<file path="src/rtl/fp_accumulator.sv">
// fp_accumulator: sequential IEEE-754 single-precision accumulator that sits
// behind FP_MULTIPLIER and sums a group of products into a running total.
// One product is processed at a time through IDLE->ALIGN->ADD->NORM->ROUND.
// Denormal inputs are treated as signed zero and exponent 255 as infinity.
// Optional build macro: FP_ACC_ROUND_EN selects round-to-nearest-even;
// without it the result is truncated toward zero.
module fp_accumulator (
  input  logic        clk,
  input  logic        rst,
  input  logic        clear,
  input  logic        in_valid,
  input  logic [31:0] in_data,
  input  logic        in_last,
  output logic        in_ready,
  output logic [31:0] acc_out,
  output logic        out_valid
);

  typedef enum logic [2:0] {
    S_IDLE  = 3'd0,
    S_ALIGN = 3'd1,
    S_ADD   = 3'd2,
    S_NORM  = 3'd3,
    S_ROUND = 3'd4
  } state_t;

  // Right shift with every shifted-out bit folded into the sticky position.
  function automatic logic [27:0] align_shift(input logic [27:0] m,
                                              input logic [7:0]  d);
    logic [27:0] mask;
    logic [27:0] sh;
    if (d >= 8'd27) begin
      align_shift = {27'd0, |m};
    end else begin
      mask        = (28'd1 << d) - 28'd1;
      sh          = m >> d;
      align_shift = {sh[27:1], sh[0] | (|(m & mask))};
    end
  endfunction

  // Number of leading zeros above the highest set bit (input must be nonzero).
  function automatic logic [4:0] lead_zeros(input logic [26:0] m);
    logic [4:0] n;
    n = 5'd0;
    for (int i = 0; i < 27; i++) begin
      if (m[i]) n = 5'(26 - i);
    end
    lead_zeros = n;
  endfunction

  // Rounding increment decision from lsb, guard, round and sticky.
  function automatic logic round_up(input logic lsb, input logic g,
                                    input logic r,   input logic s);
`ifdef FP_ACC_ROUND_EN
    round_up = g & (r | s | lsb);
`else
    // Truncation: the extra bits never cause an increment.
    round_up = 1'b0 & (lsb | g | r | s);
`endif
  endfunction

  // Control state
  state_t      state_q, state_d;
  logic [31:0] acc_q, acc_d;
  logic [31:0] acc_out_q, acc_out_d;
  logic        out_valid_q, out_valid_d;

  // Operand latch
  logic [31:0] op_q;
  logic        last_q;

  // ALIGN results
  logic        big_sign_q, big_sign_d;
  logic [7:0]  big_exp_q, big_exp_d;
  logic [27:0] big_man_q, big_man_d;
  logic        sml_sign_q, sml_sign_d;
  logic [27:0] sml_man_q, sml_man_d;
  logic        inf_q, inf_d;
  logic        inf_sign_q, inf_sign_d;
  logic        negz_q, negz_d;

  // ADD results
  logic [27:0] sum_q, sum_d;
  logic        sum_sign_q, sum_sign_d;

  // NORM results
  logic [26:0] nman_q, nman_d;
  logic [8:0]  nexp_q, nexp_d;
  logic        nzero_q, nzero_d;
  logic        nsign_q, nsign_d;

  // ROUND result
  logic [31:0] round_res;

  // ALIGN scratch
  logic        a_sign, b_sign, a_zero, b_zero, a_inf, b_inf, swap;
  logic [7:0]  a_exp, b_exp, sml_exp, diff;
  logic [27:0] a_man, b_man, sml_raw;

  // NORM scratch
  logic [4:0]        lz;
  logic [26:0]       shifted;
  logic signed [9:0] nexp_s;

  // ROUND scratch
  logic        inc;
  logic [24:0] rsum;
  logic [22:0] rfrac;
  logic [8:0]  rexp;

  assign in_ready  = (state_q == S_IDLE);
  assign acc_out   = acc_out_q;
  assign out_valid = out_valid_q;

  // Next-state and accumulator/output update decisions.
  always_comb begin
    state_d     = state_q;
    acc_d       = acc_q;
    acc_out_d   = acc_out_q;
    out_valid_d = 1'b0;
    case (state_q)
      S_IDLE:  if (in_valid) state_d = S_ALIGN;
      S_ALIGN: state_d = S_ADD;
      S_ADD:   state_d = S_NORM;
      S_NORM:  state_d = S_ROUND;
      S_ROUND: begin
        state_d = S_IDLE;
        if (last_q) begin
          acc_d       = 32'd0;
          acc_out_d   = round_res;
          out_valid_d = 1'b1;
        end else begin
          acc_d = round_res;
        end
      end
      default: state_d = S_IDLE;
    endcase
  end

  // Control registers: reset beats clear beats normal operation.
  always_ff @(posedge clk) begin
    if (rst) begin
      state_q     <= S_IDLE;
      acc_q       <= 32'd0;
      acc_out_q   <= 32'd0;
      out_valid_q <= 1'b0;
    end else if (clear) begin
      state_q     <= S_IDLE;
      acc_q       <= 32'd0;
      out_valid_q <= 1'b0;
    end else begin
      state_q     <= state_d;
      acc_q       <= acc_d;
      acc_out_q   <= acc_out_d;
      out_valid_q <= out_valid_d;
    end
  end

  // Capture the product and its group-end flag on the handshake.
  always_ff @(posedge clk) begin
    if (state_q == S_IDLE && in_valid) begin
      op_q   <= in_data;
      last_q <= in_last;
    end
  end

  // ALIGN: unpack both operands, order by exponent, shift the smaller one.
  always_comb begin
    a_sign = acc_q[31];
    a_exp  = acc_q[30:23];
    b_sign = op_q[31];
    b_exp  = op_q[30:23];
    a_zero = (a_exp == 8'd0);
    b_zero = (b_exp == 8'd0);
    a_inf  = (a_exp == 8'hFF);
    b_inf  = (b_exp == 8'hFF);
    a_man  = a_zero ? 28'd0 : {2'b01, acc_q[22:0], 3'b000};
    b_man  = b_zero ? 28'd0 : {2'b01, op_q[22:0], 3'b000};
    swap   = (b_exp > a_exp);

    big_sign_d = swap ? b_sign : a_sign;
    big_exp_d  = swap ? b_exp  : a_exp;
    big_man_d  = swap ? b_man  : a_man;
    sml_sign_d = swap ? a_sign : b_sign;
    sml_exp    = swap ? a_exp  : b_exp;
    sml_raw    = swap ? a_man  : b_man;
    diff       = big_exp_d - sml_exp;
    sml_man_d  = align_shift(sml_raw, diff);

    // Opposite infinities resolve to +Inf; otherwise the infinite sign wins.
    inf_d      = a_inf | b_inf;
    inf_sign_d = (a_inf & b_inf) ? (a_sign & b_sign) : (a_inf ? a_sign : b_sign);
    negz_d     = a_zero & b_zero & a_sign & b_sign;
  end

  // ADD: magnitude add or subtract, keeping the result non-negative.
  always_comb begin
    if (big_sign_q == sml_sign_q) begin
      sum_d      = big_man_q + sml_man_q;
      sum_sign_d = big_sign_q;
    end else if (sml_man_q > big_man_q) begin
      sum_d      = sml_man_q - big_man_q;
      sum_sign_d = sml_sign_q;
    end else begin
      sum_d      = big_man_q - sml_man_q;
      sum_sign_d = big_sign_q;
    end
  end

  // NORM: fix carry-out or leading zeros, flush underflow to signed zero.
  always_comb begin
    lz      = lead_zeros(sum_q[26:0]);
    shifted = sum_q[26:0] << lz;
    nexp_s  = $signed({2'b00, big_exp_q}) - $signed({5'b00000, lz});
    nman_d  = 27'd0;
    nexp_d  = 9'd0;
    nzero_d = 1'b0;
    nsign_d = sum_sign_q;
    if (sum_q[27]) begin
      nman_d = {sum_q[27:2], sum_q[1] | sum_q[0]};
      nexp_d = {1'b0, big_exp_q} + 9'd1;
    end else if (sum_q == 28'd0) begin
      nzero_d = 1'b1;
      nsign_d = negz_q;
    end else if (nexp_s <= 10'sd0) begin
      nzero_d = 1'b1;
    end else begin
      nman_d = shifted;
      nexp_d = nexp_s[8:0];
    end
  end

  // ROUND: apply rounding, re-normalise, saturate to infinity, pack.
  always_comb begin
    inc   = round_up(nman_q[3], nman_q[2], nman_q[1], nman_q[0]);
    rsum  = {1'b0, nman_q[26:3]} + {24'd0, inc};
    rfrac = rsum[24] ? rsum[23:1] : rsum[22:0];
    rexp  = nexp_q + {8'd0, rsum[24]};
    if (inf_q) begin
      round_res = {inf_sign_q, 8'hFF, 23'd0};
    end else if (nzero_q) begin
      round_res = {nsign_q, 31'd0};
    end else if (rexp >= 9'd255) begin
      round_res = {nsign_q, 8'hFF, 23'd0};
    end else begin
      round_res = {nsign_q, rexp[7:0], rfrac};
    end
  end

  // ALIGN -> ADD stage boundary.
  always_ff @(posedge clk) begin
    if (state_q == S_ALIGN) begin
      big_sign_q <= big_sign_d;
      big_exp_q  <= big_exp_d;
      big_man_q  <= big_man_d;
      sml_sign_q <= sml_sign_d;
      sml_man_q  <= sml_man_d;
      inf_q      <= inf_d;
      inf_sign_q <= inf_sign_d;
      negz_q     <= negz_d;
    end
  end

  // ADD -> NORM stage boundary.
  always_ff @(posedge clk) begin
    if (state_q == S_ADD) begin
      sum_q      <= sum_d;
      sum_sign_q <= sum_sign_d;
    end
  end

  // NORM -> ROUND stage boundary.
  always_ff @(posedge clk) begin
    if (state_q == S_NORM) begin
      nman_q  <= nman_d;
      nexp_q  <= nexp_d;
      nzero_q <= nzero_d;
      nsign_q <= nsign_d;
    end
  end

endmodule
</file>
<file path="config.mk">
export PLATFORM = sky130hd
export DESIGN_NAME = fp_accumulator
export DESIGN_NICKNAME = d
export VERILOG_FILES = /design/src/rtl/fp_accumulator.sv
export SDC_FILE = /design/constraint.sdc
export NUM_CORES = 1
export LEC_CHECK = 0
export CAP_MARGIN = 20
export CELL_PAD_IN_SITES_DETAIL_PLACEMENT = 1
export CELL_PAD_IN_SITES_GLOBAL_PLACEMENT = 2
export CORE_MARGIN = 2
export CORE_UTILIZATION = 30
export DETAILED_ROUTE_END_ITERATION = 8
export PLACE_DENSITY_LB_ADDON = 0.3
export SLEW_MARGIN = 20
export SYNTH_ARGS = -nofsm -noshare
export SYNTH_HDL_FRONTEND = slang
export SYNTH_SLANG_ARGS = --single-unit
</file>
<file path="constraint.sdc">
create_clock -name clk -period 9.7 [get_ports clk]
set_input_delay 1.94 -clock clk [delete_from_list [all_inputs] [get_ports clk]]
set_output_delay 1.94 -clock clk [all_outputs]
set_load 0.01 [all_outputs]
</file>
==> results of run 1 <==
## power by group
| group | switching (mW) | total [mW] | internal [mW] | leakage (nW) |
|---|---|---|---|---|
| Combinational | 0.326 | 0.504 | 0.178 | 4.46 |
| Sequential | 0.0312 | 1.11 | 1.07 | 2.01 |
| Clock | 0.468 | 1.16 | 0.695 | 0.499 |
## critical path: cells and delay by family (launching register included)
family	cells	cell delay, ns
compound gates	4	1.43
buf+inv	2	0.47
flops	1	0.38
simple gates	10	2.94
fa+ha+maj	2	0.49
## final timing paths
path / cells after the start / from / slack, ns / end
setup reg to reg: 18 / op_q[23]$_DFFE_PP_ / 3.70 / sml_man_q[7]$_SDFFCE_PP0P_
setup / recovery: 18 / op_q[23]$_DFFE_PP_ / 3.70 / sml_man_q[7]$_SDFFCE_PP0P_
hold / removal: 2 / acc_out[19]$_SDFFE_PP0P_ / 0.46 / acc_out[19]$_SDFFE_PP0P_
hold reg to reg: 2 / acc_out[19]$_SDFFE_PP0P_ / 0.46 / acc_out[19]$_SDFFE_PP0P_
## synthesized netlist by cell type, drive strengths merged, types with 11 or more instances
master  count  area share (%)
a31oi      20            0.75
xor2       14            0.74
a211oi     19            0.89
a21oi     155             4.7
clkbuf    116             2.6
and3       16            0.60
nor2      173             3.9
or3        14            0.53
edfxtp    160              29
a21o       30             1.4
o21ai     155             4.7
dfxtp      68             8.2
nand2     201             4.6
xnor2      28             1.6
nor2b      12            0.45
nand4      17            0.68
a22oi      32             1.4
nor4       13            0.49
nor3       48             1.4
and2       14            0.54
o211ai     24             1.1
mux2i      72             4.3
inv       100             2.3
or2        11            0.41
mux2       21             1.4
o21bai     29             1.3
nand2b     12            0.45
o21a       12            0.54
ha         87             6.6
nand3      89             2.7
buf        22            0.63
## metal layers
layer / global-route usage (%) / vias up / routed length (um)
met4: 5.64 / 0 / 1430
met2: 34.7 / 347 / 28500
met5: 0 / - / 0
met3: 2.40 / 64 / 2700
li1: - / 7087 / -
met1: 29.6 / 7463 / 29200
## sequential cells by signal, indices dropped and copies added, names as in the netlist, 3 cells and up
name       count
op_q          32
big_exp_q      8
sml_man_q     27
big_man_q     24
nexp_q         9
nman_q        23
state_q        3
acc_q         32
sum_q         28
acc_out       32
## logic make-up after synthesis
kind of cell / after synthesis / synth area share, %
AND/OR/NAND/NOR: 645 / 18.0
adder cells (fa/ha/maj): 91 / 6.97
AO/OA/AOI/OAI: 592 / 23.1
multiplexers: 101 / 6.85
buffers and inverters: 241 / 5.57
XOR/XNOR: 42 / 2.33
flip-flops: 228 / 37.1
## cell type report
type	count	area (sq um)	share of cell area, %
clock buffer	32	747	3.94
clock inverter	22	274	1.44
inverter	103	387	2.04
multi-input combinational	1471	9590	50.5
sequential	228	6170	32.5
tap	704	881	4.64
timing repair buffer	102	941	4.96
## stage by stage
stage | total power, mW | instance area, sq um | instances
floorplan | 1.46 | 16600 | 1940
global placement | 1.62 | 18000 | 2608
detailed placement | 1.62 | 18000 | 2608
CTS | 2.80 | 19000 | 2662
global route | 2.88 | 19000 | 2662
finish | 2.77 | 19000 | 2662
## cell usage in the layout (no fill, tap or decap), types with 9 or more instances in the layout
master                            instances
sky130_fd_sc_hd__nand4_1                 16
sky130_fd_sc_hd__or3_1                   14
sky130_fd_sc_hd__o21ai_1                 15
sky130_fd_sc_hd__o21a_1                  12
sky130_fd_sc_hd__xnor2_1                 24
sky130_fd_sc_hd__and2_1                  12
sky130_fd_sc_hd__o211ai_1                24
sky130_fd_sc_hd__mux2i_1                 72
sky130_fd_sc_hd__nand2_1                200
sky130_fd_sc_hd__nor2b_1                 12
sky130_fd_sc_hd__a21oi_1                154
sky130_fd_sc_hd__nor4_1                  12
sky130_fd_sc_hd__nor2_1                 171
sky130_fd_sc_hd__a21o_1                  30
sky130_fd_sc_hd__a211oi_1                18
sky130_fd_sc_hd__ha_1                    87
sky130_fd_sc_hd__a22oi_1                 32
sky130_fd_sc_hd__mux2_2                  21
sky130_fd_sc_hd__a211o_1                  9
sky130_fd_sc_hd__nand2b_1                12
sky130_fd_sc_hd__a31oi_1                 20
sky130_fd_sc_hd__nand3_1                 89
sky130_fd_sc_hd__clkdlybuf4s50_1         70
sky130_fd_sc_hd__nor3_1                  48
sky130_fd_sc_hd__a221oi_1                 9
sky130_fd_sc_hd__inv_1                   99
sky130_fd_sc_hd__dfxtp_1                 68
sky130_fd_sc_hd__o21bai_1                29
sky130_fd_sc_hd__xor2_1                  13
sky130_fd_sc_hd__o21ai_0                137
sky130_fd_sc_hd__and3_1                  16
sky130_fd_sc_hd__o22ai_1                 10
sky130_fd_sc_hd__clkbuf_16               29
sky130_fd_sc_hd__buf_4                   32
sky130_fd_sc_hd__edfxtp_1               160
==> impl_metrics.ini, run 1 <==
[sta]
tightestPinTransition_ns = 1.03
timing.clock.skew_ns = 0.0211
fin_worst_hold_slack_ns = 0.456
finalHoldViolCount = 0
max_freq_mhz = 167
grt_setup_unrepaired = no
post-route-worst-setup-slack_ns = 3.70
relSlewSlack_pct = 30.3
finalSetupViolations = 0
min_period_ns = 6.00
finalSetupTns_ns = 0
min_period_over_period_pct = 61.8
slew_viol_final = 0

[synth]
synth_flop_cell = sky130_fd_sc_hd__edfxtp_1
ys.warnings.count = 0
post_synth.cell_area_avg_sq_um = 8.56
synth_edf_count = 160
register_bit_total_from_synthesis = 228
synth_cell_types = 93
synth_seq_area_share_pct = 37.1
postSynthCellCount = 1940
postSynth.asyncResetShare_pct = 0
mappedNetlistArea_sq_um = 16600
synth.net_count = 2067

[setup_path]
slowest_stage = sky130_fd_sc_hd__nor2_2
cp-start-kind = flip-flop
critical-path-max-stage-delay_ns = 0.59
worstSetupEndpointType = flip-flop
timing.critical_path.fanout_max = 31
cp_cell_sequence = inv_1, ha_1, buf_4, nand4_2, or2_1, and2_4, a2111o_1, and2_1, ha_1, or3_1, a22o_1, or2_2, a311o_1, nor2_2, or3_1, nor2_2, a221oi_1, nor2_1
timing_worst_setup_path_type = flip-flop to flip-flop
critical_path_arrival_ns = 6.32
crit_required_ns = 10.02

[placed_design]
port_buffers = 70
dp.final_hpwl_mm = 47.3
global_placement_routability_congestion = 0.966
dpl_worst_slack_ns = 3.66

[clock_network]
clock_latency_ns = 0.58
clock_tree.buffer_depth = 3
post_cts_hold_buffer_count = 0
cts.sinks = 228
cts_made_buffers = 29
clkSlewWorstSetupHoldPaths_ns = 0.06
clock-root-buffer = sky130_fd_sc_hd__clkbuf_16
postCtsSetupBuffers = 0
htree_num_levels = 1
tritoncts_clock_tree = built
ctsResizeCount = 0

[grt]
wire_length_of_the_first_global_routing_pass_mm = 93.0
grt_util_all_layers_pct = 21.2
grt_start_max_net_pins = 93
grt_overflow = 0
first_global_vias = 14800
antenna_found_initial = 0

[drt]
route.detailed.vias_per_inst = 5.62
wl_per_cell_um = 23.2
drtPass1Iterations = 5
routed-via-count = 15000
drc = 0
final_antenna_net_count = 0
wirelength_mm = 61.8
initialDrtViolationCount = 1114

[finish]
fillCellCount = 6399
nNetsFinal = 2062
finish.utilization_pct = 34.6
area_growth_pct = 14.3
n_antenna_cell = 0
final_layout_size_suffix_gt1_share_pct = 7.71

[floorplan]
ios = 71
die_h_um = 239
start_util_pct = 30.3
rows = 86
placeable_core_region_sq_um = 54900
dieArea_sq_um = 57300
die_width_um = 239

[status]
outcome = completed

[flow_run]
count_of_max_cap_constraint_violations = 0

[pwr]
worst_ir_drop_vdd_mv = 0.149
reported_leakage_power_nw = 6.97
power-per-cell-area_nw_per_um2 = 146

[hold_path]
worstHoldPathType = flip-flop to flip-flop
No activity file was read; power rests on OpenSTA's default activity.
==> run 2, diff against run 1 <==
==> constraint.sdc (replaced) <==
create_clock -name clk -period 5.15 [get_ports clk]
set_input_delay 1.03 -clock clk [delete_from_list [all_inputs] [get_ports clk]]
set_output_delay 1.03 -clock clk [all_outputs]
set_load 0.01 [all_outputs]
==> impl_metrics.ini, run 2 (synthesis gave the netlist of run 1 again) <==
[placed_design]
dp.final_hpwl_mm = 48.8
numPlacedInstances = 2657
global_placement_routability_congestion = 0.896
dpl_worst_slack_ns = 0.0741
port_buffers = 70

[finish]
final_layout_size_suffix_gt1_share_pct = 9.88
area_growth_pct = 16.0
finish.cell_count_without_fillers = 2708
finish.utilization_pct = 35.1
layout_commonest_cell = sky130_fd_sc_hd__nand2_1
n_antenna_cell = 0
fillCellCount = 6385
nNetsFinal = 2110
highest_count_cells_in_the_layout_ignoring_fill_and_taps = sky130_fd_sc_hd__nand2_1 (199), sky130_fd_sc_hd__nor2_1 (170), sky130_fd_sc_hd__edfxtp_1 (160)

[sta]
max_freq_mhz = 203
min_period_over_period_pct = 95.6
min_period_ns = 4.92
finalHoldViolCount = 0
finalSetupViolations = 0
relSlewSlack_pct = 30.5
grt_setup_unrepaired = no
tightestPinTransition_ns = 1.03
finalSetupTns_ns = 0
slew_viol_final = 0
post-route-worst-setup-slack_ns = 0.226
timing.clock.skew_ns = 0.0354

[flow_run]
count_of_max_cap_constraint_violations = 0

[hold_path]
min_delay_path_depth = 2
hold_path.startpoint = acc_out[6]$_SDFFE_PP0P_
worstHoldPathType = flip-flop to flip-flop
hold-path-endpoint = acc_out[6]$_SDFFE_PP0P_

[drt]
drc = 0
final_antenna_net_count = 0
initialDrtViolationCount = 1124
route.detailed.vias_per_inst = 5.61
wirelength_mm = 63.2
routed-via-count = 15200
drtPass1Iterations = 5
wl_per_cell_um = 23.3

[pwr]
reported_leakage_power_nw = 7.12
clock_share_of_power_pct = 38.1
p_seq_share_pct = 41.9
internal_power_mw = 3.42
worst_ir_drop_vdd_mv = 0.279
switchingPower_mw = 1.55
power.switching_fraction_pct = 31.2
power-per-cell-area_nw_per_um2 = 258
comb_power_share_pct = 20.0

[clock_network]
htree_num_levels = 1
ctsResizeCount = 0
postCtsSetupBuffers = 0
cts.sinks = 228
clock-root-buffer = sky130_fd_sc_hd__clkbuf_16
post_cts_hold_buffer_count = 0
clock_latency_ns = 0.61
clock_tree.buffer_depth = 3
cts_made_buffers = 28
tritoncts_clock_tree = built
clkSlewWorstSetupHoldPaths_ns = 0.06

[setup_path]
critical-path-max-stage-delay_ns = 0.57
reg2reg_to = sml_man_q[9]$_SDFFCE_PP0P_
cp-start-kind = flip-flop
critical_path_arrival_ns = 5.35
reg2regPathDepth = 17
regToRegSetupSlack_ns = 0.23
crit_required_ns = 5.58
timing.critical_path.fanout_max = 12
startpoint_of_the_most_critical_register_to_register_path = acc_q[24]$_SDFFE_PP0N_
timing_worst_setup_path_type = flip-flop to flip-flop
worst_setup_path_startpoint = acc_q[24]$_SDFFE_PP0N_
slowest_stage = sky130_fd_sc_hd__or4b_1
cp_cell_sequence = inv_1, ha_2, nand4_2, or2_1, and2_4, a2111o_1, and2_1, ha_1, or3_4, a22o_4, or4b_1, o311ai_4, nor2_4, buf_4, or4_4, or2_0, a21oi_1
worstSetupEndpointType = flip-flop

[floorplan]
start_util_pct = 30.3
die_width_um = 239
dieArea_sq_um = 57300
die_h_um = 239
ios = 71
rows = 86
placeable_core_region_sq_um = 54900

[grt]
grt_start_max_net_pins = 65
grt_util_all_layers_pct = 21.8
wire_length_of_the_first_global_routing_pass_mm = 95.2
antenna_found_initial = 1
first_global_vias = 15000
grt_overflow = 0

[status]
outcome = completed
==> run 2: changes by cell type in the layout (fill, tap and decap cells not counted), sizes merged <==
cell / before / now
clkbuf: 32 / 38
buf: 32 / 81
clkinvlp: 3 / 4
bufinv: 5 / 0
inv: 102 / 103
clkinv: 15 / 9
==> run 2: worst max path at each step <==
stage and end:
6_report sml_man_q[9]$_SDFFCE_PP0P_, 5_1_grt nman_q[16]$_DFFE_PP_, 4_1_cts sml_man_q[9]$_SDFFCE_PP0P_, 3_5_place_dp sml_man_q[9]$_SDFFCE_PP0P_
3_3_place_gp sml_man_q[3]$_SDFFCE_PP0P_, 2_1_floorplan sml_man_q[0]$_DFFE_PP_
==> run 2: worst max-delay path, delay by kind of cell (launching register included) <==
kind	cells	cell delay (ns)
AOI/OAI and AO/OA	4	0.98
buffers and inverters	2	0.29
and+or+nand+nor	9	2.51
adders and majority gates	2	0.58
DFF	1	0.38
==> run 2: layout make-up <==
cell class	count	area [sq um]	share of cell area (%)
Timing Repair Buffer	151	1310	6.79
Clock inverter	13	113	0.585
Tap cell	704	881	4.57
Clock buffer	38	748	3.88
Inverter	103	387	2.01
Sequential cell	228	6170	32.0
Multi-Input combinational cell	1471	9660	50.2
==> run 2: power by group through the flow <==
stage | sequential, mW | clock (mW) | combinational (mW)
6_report | 2.08 | 1.89 | 0.993
5_1_grt | 2.08 | 2.02 | 1.08
4_1_cts | 2.08 | 1.95 | 0.978
3_5_place_dp | 2.12 | 0 | 0.974
3_3_place_gp | 2.12 | 0 | 0.971
2_1_floorplan | 2.09 | 0 | 0.653
==> run 2: stage by stage <==
stage / total power, mW / area (sq um) / hold WS (ns)
global placement: 3.09 / 18300 / 0.444
floorplan: 2.74 / 16600 / 0.445
finish: 4.97 / 19300 / 0.452
CTS: 5.00 / 19200 / 0.454
detailed placement: 3.09 / 18300 / 0.447
global route: 5.18 / 19300 / 0.472
==> run 2: routing by layer <==
layer	GRT usage, %	up-vias	share of wire, %
met5	0	-	0.017
met4	5.83	2	2.5
met3	2.60	84	4.3
met2	35.8	361	46
met1	30.2	7569	47
li1	-	7166	-
